### src/rtl/stage_buf_pkg.sv
// Shared constants and helpers for the stage_buf pipeline buffer.
package stage_buf_pkg;

    localparam int unsigned PERF_W = 32;

    // A single-entry buffer still needs a one-bit pointer.
    function automatic int unsigned ptr_width(input int unsigned depth);
        return (depth > 1) ? $clog2(depth) : 1;
    endfunction

endpackage

### src/rtl/stage_buf_sat_counter.sv
// Saturating up-counter with synchronous clear, used for performance statistics.
module sat_counter #(
    parameter int unsigned WIDTH = 32
) (
    input  logic             clk,
    input  logic             clr,
    input  logic             inc,
    output logic [WIDTH-1:0] value
);

    always_ff @(posedge clk) begin
        if (clr) begin
            value <= '0;
        end else if (inc && (value != '1)) begin
            value <= value + WIDTH'(1);
        end
    end

endmodule

### src/rtl/stage_buf.sv
// Registered-handshake FIFO stage with flush; STAGE_BUF_PERF_EN adds stall/bubble counters.
module stage_buf
    import stage_buf_pkg::*;
#(
    parameter int unsigned DATA_W = 64,
    parameter int unsigned DEPTH  = 2
) (
    input  logic                       clk,
    input  logic                       rst,
    input  logic                       flush,
    input  logic                       i_valid,
    output logic                       i_ready,
    input  logic [DATA_W-1:0]          i_data,
    output logic                       o_valid,
    input  logic                       o_ready,
    output logic [DATA_W-1:0]          o_data,
    output logic [$clog2(DEPTH+1)-1:0] count
`ifdef STAGE_BUF_PERF_EN
    ,
    output logic [PERF_W-1:0]          stall_cnt,
    output logic [PERF_W-1:0]          bubble_cnt
`endif
);

    localparam int unsigned PTR_W = ptr_width(DEPTH);
    localparam int unsigned CNT_W = $clog2(DEPTH + 1);
    localparam logic [CNT_W-1:0] FULL = CNT_W'(DEPTH);
    localparam logic [PTR_W-1:0] LAST = PTR_W'(DEPTH - 1);

    logic [DATA_W-1:0] mem [DEPTH];
    logic [PTR_W-1:0]  wr_ptr;
    logic [PTR_W-1:0]  rd_ptr;
    logic              push_c;
    logic              pop_c;

    function automatic logic [PTR_W-1:0] ptr_inc(input logic [PTR_W-1:0] p);
        return (p == LAST) ? '0 : p + PTR_W'(1);
    endfunction

    // Handshake outputs come only from registered occupancy and storage.
    assign i_ready = (count != FULL);
    assign o_valid = (count != '0);
    assign o_data  = mem[rd_ptr];

    assign push_c = i_valid && i_ready && !flush;
    assign pop_c  = o_valid && o_ready && !flush;

    // Entry 0 is cleared on reset since it drives o_data once pointers return to 0.
    always_ff @(posedge clk) begin
        if (rst) begin
            wr_ptr <= '0;
            rd_ptr <= '0;
            count  <= '0;
            mem[0] <= '0;
        end else if (flush) begin
            wr_ptr <= '0;
            rd_ptr <= '0;
            count  <= '0;
        end else begin
            if (push_c) begin
                mem[wr_ptr] <= i_data;
                wr_ptr      <= ptr_inc(wr_ptr);
            end
            if (pop_c) begin
                rd_ptr <= ptr_inc(rd_ptr);
            end
            case ({push_c, pop_c})
                2'b10:   count <= count + CNT_W'(1);
                2'b01:   count <= count - CNT_W'(1);
                default: count <= count;
            endcase
        end
    end

`ifdef STAGE_BUF_PERF_EN
    // Statistics survive flush; only reset clears them.
    sat_counter #(.WIDTH(PERF_W)) u_stall_cnt (
        .clk   (clk),
        .clr   (rst),
        .inc   (i_valid && !i_ready),
        .value (stall_cnt)
    );

    sat_counter #(.WIDTH(PERF_W)) u_bubble_cnt (
        .clk   (clk),
        .clr   (rst),
        .inc   (o_ready && !o_valid),
        .value (bubble_cnt)
    );
`endif

endmodule

### config.mk
export PLATFORM = sky130hd
export DESIGN_NAME = stage_buf
export DESIGN_NICKNAME = d
export VERILOG_FILES = /design/src/rtl/stage_buf_pkg.sv /design/src/rtl/stage_buf_sat_counter.sv /design/src/rtl/stage_buf.sv
export SDC_FILE = /design/constraint.sdc
export NUM_CORES = 1
export LEC_CHECK = 0
export CAP_MARGIN = 40
export CORE_ASPECT_RATIO = 2
export CORE_UTILIZATION = 46
export CTS_BUF_LIST = sky130_fd_sc_hd__clkbuf_8
export DETAILED_ROUTE_END_ITERATION = 8
export PLACE_DENSITY_LB_ADDON = 0.3
export SLEW_MARGIN = 30
export SYNTH_ARGS = -nofsm -noshare
export SYNTH_HDL_FRONTEND = slang
export SYNTH_SLANG_ARGS = --single-unit
### constraint.sdc
create_clock -name clk -period 7.5 [get_ports clk]
set_input_delay 0.75 -clock clk [delete_from_list [all_inputs] [get_ports clk]]
set_output_delay 0.75 -clock clk [all_outputs]
set_load 0.02 [all_outputs]
Yosys cells after proc, flatten, opt, wreduce, memory -nomap -nowiden
Memories as Yosys holds them, arrays and structs flattened. A register that Yosys moved wholly into a read port is not among the register bits.
Index checks and enable logic that the tools add are counted.
{"block": "totals", "elab_cells": 34, "mem_count": 1, "output_inout_bits": 68, "input_bits": 69, "register_bits": 4, "ram_bits": 128}
{"memory": "mem", "words": 2, "width": 64, "read_ports": 1, "rd_clocked_by_memory_dff": 1, "write_ports": 1, "line": "stage_buf.sv:30", "rtl": "logic [DATA_W-1:0] mem [DEPTH];"}
{"block": "op_classes", "add_sub_neg": 4, "n_reduce_logical": 9, "eq_ne": 3, "mux": 14}
{"op": "64-bit 2-to-1 mux", "n": 1}
{"op": "64-bit OR reduction", "n": 1}
{"op": "1-bit 2-to-1 mux", "n": 12}
{"op": "1-bit logical AND", "n": 4}
{"op": "2-bit case mux with 2 select lines", "n": 1}
{"op": "2-bit nonzero test", "n": 2}
{"op": "1-bit adder (second input constant)", "n": 2}
{"op": "2-bit by 1-bit adder with 2-bit output (second input constant)", "n": 1}
{"op": "2-bit by 1-bit == test with 1-bit output (second input constant)", "n": 1}
{"op": "2-bit == test (second input constant)", "n": 1}
{"op": "2-bit inequality test (second input constant)", "n": 1}
{"op": "2-bit OR reduction", "n": 1}
{"op": "2-bit by 1-bit subtractor with 2-bit output (second input constant)", "n": 1}
{"op": "1-bit logical NOT", "n": 1}

Logic depth before layout (Yosys ltp)
{"block": "logic_depth", "ltp_word": 9, "depth_mapped": 6, "ltp_nobuf": 6}

Worst setup path before layout
OpenSTA, ideal clock, no wires.
{"block": "synth_path", "kind": "input -> register", "startpoint": "input i_valid", "endpoint": "memory mem[1][0] (enable)", "t_arrival_ps": 5907, "t_required_ps": 6921, "cell_stages": 3, "path_slack_ps": 1014, "path_cell_list": "inv_1 -> or3_1 -> nor3b_1"}
{"block": "synth_between", "elab_chain_cells": 8}
{"item": "from (decl)", "line": "stage_buf.sv:11", "rtl": "input logic i_valid,"}
{"item": "1-bit logical AND * (2 in series)", "line": "stage_buf.sv:45", "rtl": "assign push_c = i_valid && i_ready && !flush;"}
{"item": "1-bit 2-to-1 mux *", "line": "stage_buf.sv:60", "rtl": "if (push_c) begin"}
{"item": "1-bit 2-to-1 mux *", "line": "stage_buf.sv:55", "rtl": "end else if (flush) begin"}
{"item": "1-bit 2-to-1 mux *", "line": "stage_buf.sv:50", "rtl": "if (rst) begin"}
{"item": "1-bit 2-to-1 mux (not written as such) *", "line": "stage_buf.sv:61", "rtl": "mem[wr_ptr] <= i_data;"}
{"item": "64-bit OR reduction (no source line)"}
{"item": "1-bit 2-to-1 mux (no source line)"}
{"item": "to (decl)", "line": "stage_buf.sv:30"}
Every way passes the cells marked *; elsewhere a longest branch is shown, timed or not.

==> flow_summary.yaml <==
synth:
  syn_nets: 368
  avgSynthCellArea_um2: 17.76
  synth_area_mm2: 0.005293
  yosysSeqAreaShare_pct: 74.52
  synthesis.instances: 298
  ys_ff_latch: 133
  yosys_warnings: 0
  synth_cell_types: 19
sta:
  fmax_mhz: 294.5
  finalSetupTns_ns: 0
  holdWs_ns: 0.5301
  final-setup-viol-count: 0
  tightest_slew_ns: 0.6214
  relSlewSlack_pct: 58.57
  hold_viol_final: 0
  layout_min_cycle_time_ns: 3.396
  post-route-period-util_pct: 45.28
  finClkSkew_ns: 0.01294
  rsz0062_at_grt: "false"
  maxSlewViolCount: 0
detailed_routing:
  num_vias: 2942
  wl_per_cell_um: 16.41
  route.antenna.remaining_nets: 0
  dr.pass1.iters: 6
  viasPerCell: 4.895
  finalWirelength_mm: 9.862
  drtIter0Drc: 78
  drcViolationCount: 0
clocking:
  clockBufferDepth: 2
  numCtsBuffers: 17
  cts.clk_slew.worst_paths_ns: 0.08
  cts_tree: "done"
  postCtsSetupBuffers: 0
  post_cts_hold_buffer_count: 0
  cts-resized-gates: 0
  cts.sinks: 133
  root_buffer: "clkbuf_8"
  h-tree-depth: 4
  insertion_delay_ns: 0.43
worst_hold_path:
  hold_path_startpoint: "rd_ptr"
  hold_depth: 2
  hold_path_class: "reg2reg"
global_route:
  globalRouteTotalUtil_pct: 18.00
  grt_pass1_wl_mm: 15.74
  grt_pass1_vias: 3281
  overflow: 0
  antenna_found_initial: 0
  grt_max_degree: 65
die:
  rows: 55
  fp.dieH_um: 153.7
  io_pins: 137
  die_w_um: 77.85
  core_area_mm2: 0.01129
  initial_core_util_pct: 46.90
  dieArea_mm2: 0.01196
setup_path:
  cp-end-kind: "output pin"
  cp-start-kind: "flop"
  required_ns: 6.75
  r2r_cells: 5
  cp_data_arrival_time_ns: 2.65
  rr_startpoint: "count[0]"
  critPathKind: "reg2out"
  r2r_setup_slack_ns: 5.30
  cp_max_fo: 47
final_layout:
  syn_to_final_growth_pct: 37.56
  nets: 516
  mostFrequentLayoutCells: "136 x clkdlybuf4s50_1, 128 x edfxtp_1, 64 x mux2_2, 64 x and2_1, 17 x clkbuf_8"
  layout.cells.non_filler: 601
  layout_commonest_cell: "clkdlybuf4s50_1"
  final_core_util_pct: 64.51
  num_antenna_cells: 0
  layout-drive-gt1-share_pct: 23.31
pwr:
  power.leakage_nw: 2.687
  power_density_mw_per_mm2: 225.9
  peakVddDrop_mv: 0.1756
job:
  drv_cap: 0
placed_design:
  port_buffers: 136
  routabilityCongestion: 0.7264
  place_hpwl_mm: 6.278
  dp.cells: 567
outcome:
  status: "finished, final reports clean"
-- worst max-delay path, cell delays in order, from the launching register on --
cell and delay (ns):
dfxtp_2 0.62, buf_4 0.59, mux2_2 0.40, clkdlybuf4s50_1 0.57
-- cell families (layout without fill, tap and decap cells) --
kind of cell | after synthesis | count (layout) | share of synthesized area [%]
AO/OA/AOI/OAI | 6 | 6 | 0.6146
adder cells (fa/ha/maj) | 1 | 1 | 0.2364
buffers and inverters | 15 | 176 | 1.371
XOR/XNOR | 3 | 3 | 0.4965
multiplexers | 64 | 64 | 13.62
AND/OR/NAND/NOR | 76 | 76 | 9.149
flip-flops | 133 | 133 | 74.52
-- routing by layer --
metal / track usage (%) / up-vias / share of wire [%]
met4: 8.535 / 0 / 2.5
met1: 16.50 / 1438 / 34
met5: 0 / - / 0
met3: 4.570 / 16 / 4.2
met2: 35.27 / 87 / 60
li1: - / 1401 / -
-- area by class of cell --
class | count | area [um2]
flip-flops and latches | 133 | 3945
clock buffers | 17 | 234.0
inverters | 2 | 7.507
multi-input cells | 150 | 1292
fillers | 854 | 4005
repair buffers | 142 | 1431
well taps | 142 | 177.7
clock inverters | 15 | 192.7
-- report_power, final --
part	switching (mW)	leakage [nW]	internal [mW]
registers	0.00669	1.40	0.838
logic	0.0782	1.07	0.0992
clock network	0.263	0.218	0.359
total	0.348	2.69	1.30
-- flip-flops by register name, summed over array words and instances, names as in the netlist, named ones only --
name and flops:
mem 128, rd_ptr 1, wr_ptr 1, count 2
-- through the flow --
| step | setup WS, ns | total power, mW | instance area, um2 |
|---|---|---|---|
| 2_1_floorplan | 1.014 | 0.9424 | 5293 |
| 4_1_cts | 4.048 | 1.660 | 7241 |
| 6_report | 4.104 | 1.645 | 7281 |
| 3_3_place_gp | 4.515 | 1.036 | 6814 |
| 3_5_place_dp | 4.435 | 1.039 | 6814 |
| 5_1_grt | 3.943 | 1.699 | 7281 |
-- cells in the mapped netlist --
cell,instances,area [um2]
o21bai_1,1,7.510
ha_1,1,12.51
or3_1,3,18.77
inv_1,2,7.510
buf_2,7,35.03
a21oi_1,2,10.01
or2_2,2,12.51
clkbuf_2,6,30.03
nor2b_2,1,8.760
and2_1,64,400.4
nor3b_1,1,7.510
nor2_1,4,15.01
xnor2_1,1,8.760
o21ai_0,3,15.01
nor4_4,1,21.27
dfxtp_1,5,100.1
mux2_2,64,720.7
edfxtp_1,128,3844
xor2_1,2,17.52
-- final timing paths --
check	end
min reg2reg	flop
max reg2reg	mem[1][41]
max	o_data[46]
min	flop
Power figures use the tool's default switching activity.
